### config.mk
export PLATFORM = sky130hd
export DESIGN_NAME = sevseg_mux_n
export DESIGN_NICKNAME = d
export VERILOG_FILES = /design/src/rtl/sevseg_mux_n.sv
export SDC_FILE = /design/constraint.sdc
export NUM_CORES = 1
export LEC_CHECK = 0
export CAP_MARGIN = 20
export CORE_UTILIZATION = 45
export CTS_CLUSTER_DIAMETER = 120
export DETAILED_ROUTE_END_ITERATION = 7
export GPL_TIMING_DRIVEN = 0
export PLACE_DENSITY = 0.73
export RECOVER_POWER = 25
export SYNTH_ARGS = -nofsm -noshare
export SYNTH_HDL_FRONTEND = slang
export SYNTH_SLANG_ARGS = --single-unit
### constraint.sdc
create_clock -name clk -period 2.75 [get_ports clk]
set_clock_uncertainty 0.2 [all_clocks]
set_input_delay 0.4125 -clock clk [delete_from_list [all_inputs] [get_ports clk]]
set_output_delay 0.4125 -clock clk [all_outputs]
set_load 0.02 [all_outputs]
### src/rtl/sevseg_mux_n.sv
// N-digit time-multiplexed seven-segment driver with a registered nibble-sum output.
// Optional macro BLANK_GAP_EN inserts BLANK_CYC dead cycles at the start of every digit slot.
//
// state   | meaning
// S_BLANK | all anodes and segments inactive (dead time between digits)
// S_SHOW  | anode[r_idx] active, segments decode the held nibble for r_idx
module sevseg_mux_n #(
  parameter int NDIGITS     = 2,
  parameter int REFRESH_DIV = 100000,
  parameter int BLANK_CYC   = 1000,
  parameter int ACTIVE_LOW  = 1
) (
  input  logic                         clk,
  input  logic                         reset,
  input  logic [4*NDIGITS-1:0]         digits,
  input  logic                         load,
  output logic [6:0]                   seg,
  output logic [NDIGITS-1:0]           anode,
  output logic [3+$clog2(NDIGITS):0]   sum,
  output logic                         slot_tick
);

  localparam int CW = (REFRESH_DIV > 1) ? $clog2(REFRESH_DIV) : 1;
  localparam int IW = $clog2(NDIGITS);
  localparam int SW = 4 + IW;

  localparam logic [CW-1:0]      CNT_MAX   = CW'(REFRESH_DIV - 1);
  localparam logic [CW-1:0]      BLANK_END = CW'(BLANK_CYC - 1);
  localparam logic [IW-1:0]      IDX_MAX   = IW'(NDIGITS - 1);
  localparam logic [NDIGITS-1:0] ONE_HOT0  = NDIGITS'(1);
  localparam logic [6:0]         SEG_OFF   = (ACTIVE_LOW != 0) ? 7'h7F : 7'h00;
  localparam logic [NDIGITS-1:0] AN_OFF    = (ACTIVE_LOW != 0) ? '1 : '0;

`ifdef BLANK_GAP_EN
  localparam logic BLANK_EN = 1'b1;
`else
  localparam logic BLANK_EN = 1'b0;
`endif

  typedef enum logic {S_BLANK, S_SHOW} state_t;

  state_t               r_state;
  state_t               w_state_nxt;
  logic [CW-1:0]        r_cnt;
  logic [IW-1:0]        r_idx;
  logic [4*NDIGITS-1:0] r_held;
  logic [SW-1:0]        r_sum;
  logic                 r_tick;
  logic                 r_run;
  logic [6:0]           r_seg;
  logic [NDIGITS-1:0]   r_anode;

  logic                 w_wrap;
  logic                 w_blank_end;
  logic [3:0]           w_nib;
  logic [SW-1:0]        w_sum;
  logic [6:0]           w_seg_ah;
  logic [NDIGITS-1:0]   w_anode_ah;

  function automatic logic [6:0] hex7(input logic [3:0] n);
    case (n)
      4'h0: hex7 = 7'b0111111;
      4'h1: hex7 = 7'b0000110;
      4'h2: hex7 = 7'b1011011;
      4'h3: hex7 = 7'b1001111;
      4'h4: hex7 = 7'b1100110;
      4'h5: hex7 = 7'b1101101;
      4'h6: hex7 = 7'b1111101;
      4'h7: hex7 = 7'b0000111;
      4'h8: hex7 = 7'b1111111;
      4'h9: hex7 = 7'b1101111;
      4'hA: hex7 = 7'b1110111;
      4'hB: hex7 = 7'b1111100;
      4'hC: hex7 = 7'b0111001;
      4'hD: hex7 = 7'b1011110;
      4'hE: hex7 = 7'b1111001;
      default: hex7 = 7'b1110001;
    endcase
  endfunction

  assign w_wrap      = (r_cnt == CNT_MAX);
  assign w_blank_end = (r_cnt == BLANK_END);

  always_ff @(posedge clk or posedge reset) begin
    if (reset) begin
      r_cnt  <= '0;
      r_idx  <= '0;
      r_tick <= 1'b0;
      r_run  <= 1'b0;
    end else begin
      r_run  <= 1'b1;
      r_tick <= w_wrap;
      r_cnt  <= w_wrap ? '0 : r_cnt + 1'b1;
      // Explicit wrap keeps non-power-of-2 digit counts off unused index codes.
      if (w_wrap) r_idx <= (r_idx == IDX_MAX) ? '0 : r_idx + 1'b1;
    end
  end

  always_ff @(posedge clk or posedge reset) begin
    if (reset) begin
      r_state <= BLANK_EN ? S_BLANK : S_SHOW;
    end else begin
      r_state <= w_state_nxt;
    end
  end

  always_comb begin
    w_state_nxt = r_state;
    case (r_state)
      S_BLANK: if (w_blank_end) w_state_nxt = S_SHOW;
      default: w_state_nxt = r_state;
    endcase
    if (w_wrap) w_state_nxt = BLANK_EN ? S_BLANK : S_SHOW;
  end

  always_ff @(posedge clk or posedge reset) begin
    if (reset) begin
      r_held <= '0;
      r_sum  <= '0;
    end else begin
      if (load) r_held <= digits;
      r_sum <= w_sum;
    end
  end

  always_comb begin
    w_sum = '0;
    w_nib = r_held[3:0];
    for (int k = 0; k < NDIGITS; k++) begin
      w_sum = w_sum + SW'(r_held[4*k +: 4]);
      if (r_idx == IW'(k)) w_nib = r_held[4*k +: 4];
    end
  end

  // r_run holds the outputs dark for the first edge after reset so anode[0] lights on the second.
  always_comb begin
    w_seg_ah   = '0;
    w_anode_ah = '0;
    if (r_run && (r_state == S_SHOW)) begin
      w_seg_ah   = hex7(w_nib);
      w_anode_ah = ONE_HOT0 << r_idx;
    end
  end

  always_ff @(posedge clk or posedge reset) begin
    if (reset) begin
      r_seg   <= SEG_OFF;
      r_anode <= AN_OFF;
    end else begin
      r_seg   <= (ACTIVE_LOW != 0) ? ~w_seg_ah : w_seg_ah;
      r_anode <= (ACTIVE_LOW != 0) ? ~w_anode_ah : w_anode_ah;
    end
  end

  assign seg       = r_seg;
  assign anode     = r_anode;
  assign sum       = r_sum;
  assign slot_tick = r_tick;

endmodule

# Yosys cells after proc, flatten, opt, wreduce, memory -nomap -nowiden

Memories as Yosys holds them, arrays and structs flattened.
Cells that the tools add are included.

Memories: 1
Output and inout port bits: 15
Input bits: 11
ROM bits: 112
Bits in registers: 43
Word-level logic and storage cells: 27

Add/sub/neg operators: 3
Bitwise operators: 2
Shifts and indexed selects: 1
Eq/ne operators: 2
Reduce and logical (&&, ||, !) cells: 1
Muxes and demuxes: 8

Memory list:

| memory          | words | width | read ports | clocked after memory_dff | write ports | RTL line | text |
|---|---|---|---|---|---|---|---|
| (no name shown) | 16    | 7     | 1          | 0                        | 0           | 61       | `case (n)` |

Operators with widths:

| operator                | count |
|---|---|
| $add A17 B1 Y17 const B | 1 |
| $eq A17 B10 Y1 const B  | 1 |
| $eq A17 B17 Y1 const B  | 1 |
| $mux W17                | 1 |
| $mux W7                 | 1 |
| $not A7 Y7              | 1 |
| $add A4 B4 Y5           | 1 |
| $mux W1                 | 4 |
| $mux W4                 | 1 |
| $mux W2                 | 1 |
| $not A2 Y2              | 1 |
| $shl A1 B1 Y2 const A   | 1 |
| $add A1 B1 Y1 const B   | 1 |
| $logic_and A1 B1 Y1     | 1 |

# Logic depth before layout (Yosys ltp)

Depth after elaboration: 4
Mapped depth: 7
Gate-level depth less buffers: 6

# Worst setup path before layout

OpenSTA, ideal clock, no wires.

Kind: reg-to-reg
From: register r_idx
To: register r_seg[3] (netlist: seg[3])
Setup time: 0.083 ns
Arrival time: 1.820 ns
Path buffers: 1
Path slack: 0.647 ns
Cell stages (with the launch flop): 7
Clock period less this slack: 2.103 ns
Cell sequence: dfrtp_1 -> buf_2 -> mux2i_1 -> inv_1 -> ha_1 -> mux4_2 -> nand2b_1

Longest elaborated chain between the ends: 4

RTL lines:

| item                     | RTL line | text |
|---|---|---|
| start: declaration       | 45       | `logic [IW-1:0] r_idx;` |
| start signal: assignment | 95       | `if (w_wrap) r_idx <= (r_idx == IDX_MAX) ? '0 : r_idx + 1'b1;` |
| $mux W4                  | 131      | `if (r_idx == IW'(k)) w_nib = r_held[4*k +: 4];` |
| $mem_v2 Z16 W7           | -        |  |
| $mux W7                  | 139      | `if (r_run && (r_state == S_SHOW)) begin` |
| $not A7 Y7               | 150      | `r_seg <= (ACTIVE_LOW != 0) ? ~w_seg_ah : w_seg_ah;` |
| end signal: assignment   | 150      |  |
| end: declaration         | 50       | `logic [6:0] r_seg;` |

Every way passes these cells.
A chain may end at the register's enable or synchronous reset.

# Final worst setup path

Ends and elaborated chain as after synthesis.

==> metrics.cfg <==
[place]
gp_congestion = 0.9164
dp_hpwl_um = 2630
pre_cts_ws_ps = 338.5
port_buffers = 24

[route]
drc = 6
drt_iter0_drc = 74
via_per_inst = 5.270
wirelength_um = 3614
dr.pass1.iters = 6
antenna_left = 0
vias = 1407
post_drt_wl_per_cell_um = 13.54

[floorplanning]
io_pins = 26
die_area_um2 = 4994
die_h_um = 70.67
core_area_um2 = 4444
die_x_um = 70.67
row_count = 24
initial_core_util_pct = 47.75

[outcome]
violations = DRC, capacitance limit, slew limit
status = finished with violations

[finish]
diodes = 0
area_delta_synth_final_pct = 19.10
finalNetCount = 238
drive_gt1_share_pct = 15.81

[cts]
htreeDepth = 2
clkLatencyLatePin_ps = 300
cts_buffers = 5
clkSlewWorstSetupHoldPaths_ps = 70
cts_sinks = 43
clock-root-buffer = clkbuf_8
cts_resized = 0
cts_tree = done
cts_setup_buffers = 0
postCtsHoldBufs = 0
clk_path_buf_depth = 2

[pwr]
p_per_area_nw_per_um2 = 519.6
cellLeakagePower_nw = 1.074
vdd_drop_max_v = 0.0003161

[timing]
setup_ws_ps = 337.2
hold_violations = 0
post-route-min-period_ps = 2413
final.setup.tns_ps = 0
setup_violations = 0
slew-limit-headroom_pct = -3.166
timing.final.crit_share_pct = 87.74
slew_viol_final = 44
max_freq_mhz = 414.4
rsz0062_at_grt = false
fin_hold_ws_ps = 332.2
tightest_slew_ps = 1546

[worst_setup_path]
worstPathRequired_ps = 2770
crit_type = reg -> reg
worst_ep_arrival_time_ps = 2430
path_max_fanout = 9
cp-start-kind = flip-flop
end_kind = flip-flop

[synth]
yosysUniqueCellTypes = 41
synth_seq_cells = 43
synth-main-ff-cell = dfrtp_1
syn_avg_cell_area_um2 = 11.60
yosys_warnings = 0
syn_nets = 207
seq_area_frac_synth_pct = 51.30
syn_inst = 183
async_flop_share_pct = 100.0
synth_edf_count = 0
netlist_area_um2 = 2122

[flow_run]
max-cap-violations = 1

[grt]
grt_max_degree = 44
grt_usage_pct = 16.73
overflow = 0
grt_pass1_vias = 1410
grt_pass1_wl_um = 6451
antenna_found_initial = 0

[min_path]
hold_class = reg -> reg

## metal layers
layer	part of all wire, %	global-route usage (%)
met5	0	0
met4	1.4	5.333
met3	4.8	5.840
met2	49	28.37
met1	44	20.13
## layout by cell type (no fill, tap or decap), types with 2 or more instances in the layout
cell / synthesis / layout
a21oi_1: 5 / 5
a31oi_1: 2 / 2
and2_1: 3 / 3
and4_1: 3 / 3
buf_2: 2 / 2
clkbuf_1: 2 / 3
clkbuf_8: 0 / 7
clkdlybuf4s50_1: 0 / 22
dfrtp_1: 33 / 33
dfstp_2: 10 / 9
dlygate4sd3_1: 0 / 2
ha_1: 12 / 12
inv_1: 9 / 9
mux2_2: 9 / 9
mux2i_1: 4 / 4
nand2_1: 15 / 15
nand2b_1: 4 / 4
nand3_1: 8 / 8
nand4_1: 4 / 4
nand4bb_1: 2 / 2
nor2_1: 9 / 9
nor2b_1: 2 / 2
nor3_1: 2 / 2
o21ai_0: 7 / 7
o221ai_1: 3 / 3
xnor2_1: 11 / 11
xor2_1: 5 / 5
## cell type report
class,instances,area [um^2]
inverters,9,33.78
plain buffers,5,28.78
well taps,52,65.06
multi-input cells,126,970.9
clock buffers,8,100.1
fillers,385,1917
repair buffers,24,240.2
flip-flops and latches,43,1089
## metrics by stage
stage | power, mW | util [%] | instance area [um^2] | instances
finish | 1.313 | 56.87 | 2527 | 267
global route | 1.380 | 56.87 | 2527 | 267
CTS | 1.330 | 56.87 | 2527 | 267
detailed placement | 0.8976 | 54.62 | 2427 | 259
global placement | 0.8910 | 54.62 | 2427 | 259
floorplan | 0.8182 | - | 2122 | 183
## flip-flops by register name (all words and copies together), names as in the netlist
signal     flops
anode          2
r_cnt         17
r_run          1
r_state        1
slot_tick      1
sum            5
r_held         8
r_idx          1
seg            7
## worst max-delay path: stages, from the launching register on
cell and delay (ps):
dfrtp_1 320, buf_2 240, mux2i_1 550, inv_1 170, ha_1 270, mux4_2 450, nand2b_1 150
## cell usage after synthesis (3+ instances only)
master	number	area share, %
and2_1	3	0.88
mux2_2	9	4.8
a21oi_1	5	1.2
nor2_1	9	1.6
mux2i_1	4	1.9
ha_1	12	7.1
xnor2_1	11	4.5
and4_1	3	1.2
dfstp_2	10	12
o21ai_0	7	1.7
o221ai_1	3	1.2
nand4_1	4	1.2
inv_1	9	1.6
nand3_1	8	1.9
dfrtp_1	33	39
nand2b_1	4	1.2
xor2_1	5	2.1
nand2_1	15	2.7
## path summary, 6_finish.rpt
path,start,endpoint,slack (ps),cells after the start
max reg2reg,r_idx,seg[3],340,6
min,r_cnt[16],r_cnt[16],330,1
max in group asynchronous,reset,sum[4],630,2
max,r_idx,seg[3],340,6
min in group asynchronous,reset,r_cnt[5],810,2
min reg2reg,r_cnt[16],r_cnt[16],330,1
## power breakdown
part / internal (mW) / switching, mW / total, mW
logic: 0.0972 / 0.106 / 0.203
registers: 0.665 / 0.0162 / 0.681
clock network: 0.229 / 0.200 / 0.429
## kinds of logic after synthesis
kind of cell	count (synthesis)	share of synthesized area [%]
XOR/XNOR	16	6.604
adder cells (fa/ha/maj)	13	8.019
AND/OR/NAND/NOR	60	16.51
multiplexers	15	8.373
buffers and inverters	14	2.948
other	1	0.1767
flip-flops	43	51.30
AO/OA/AOI/OAI	21	6.073
Power figures use the tool's default switching activity.
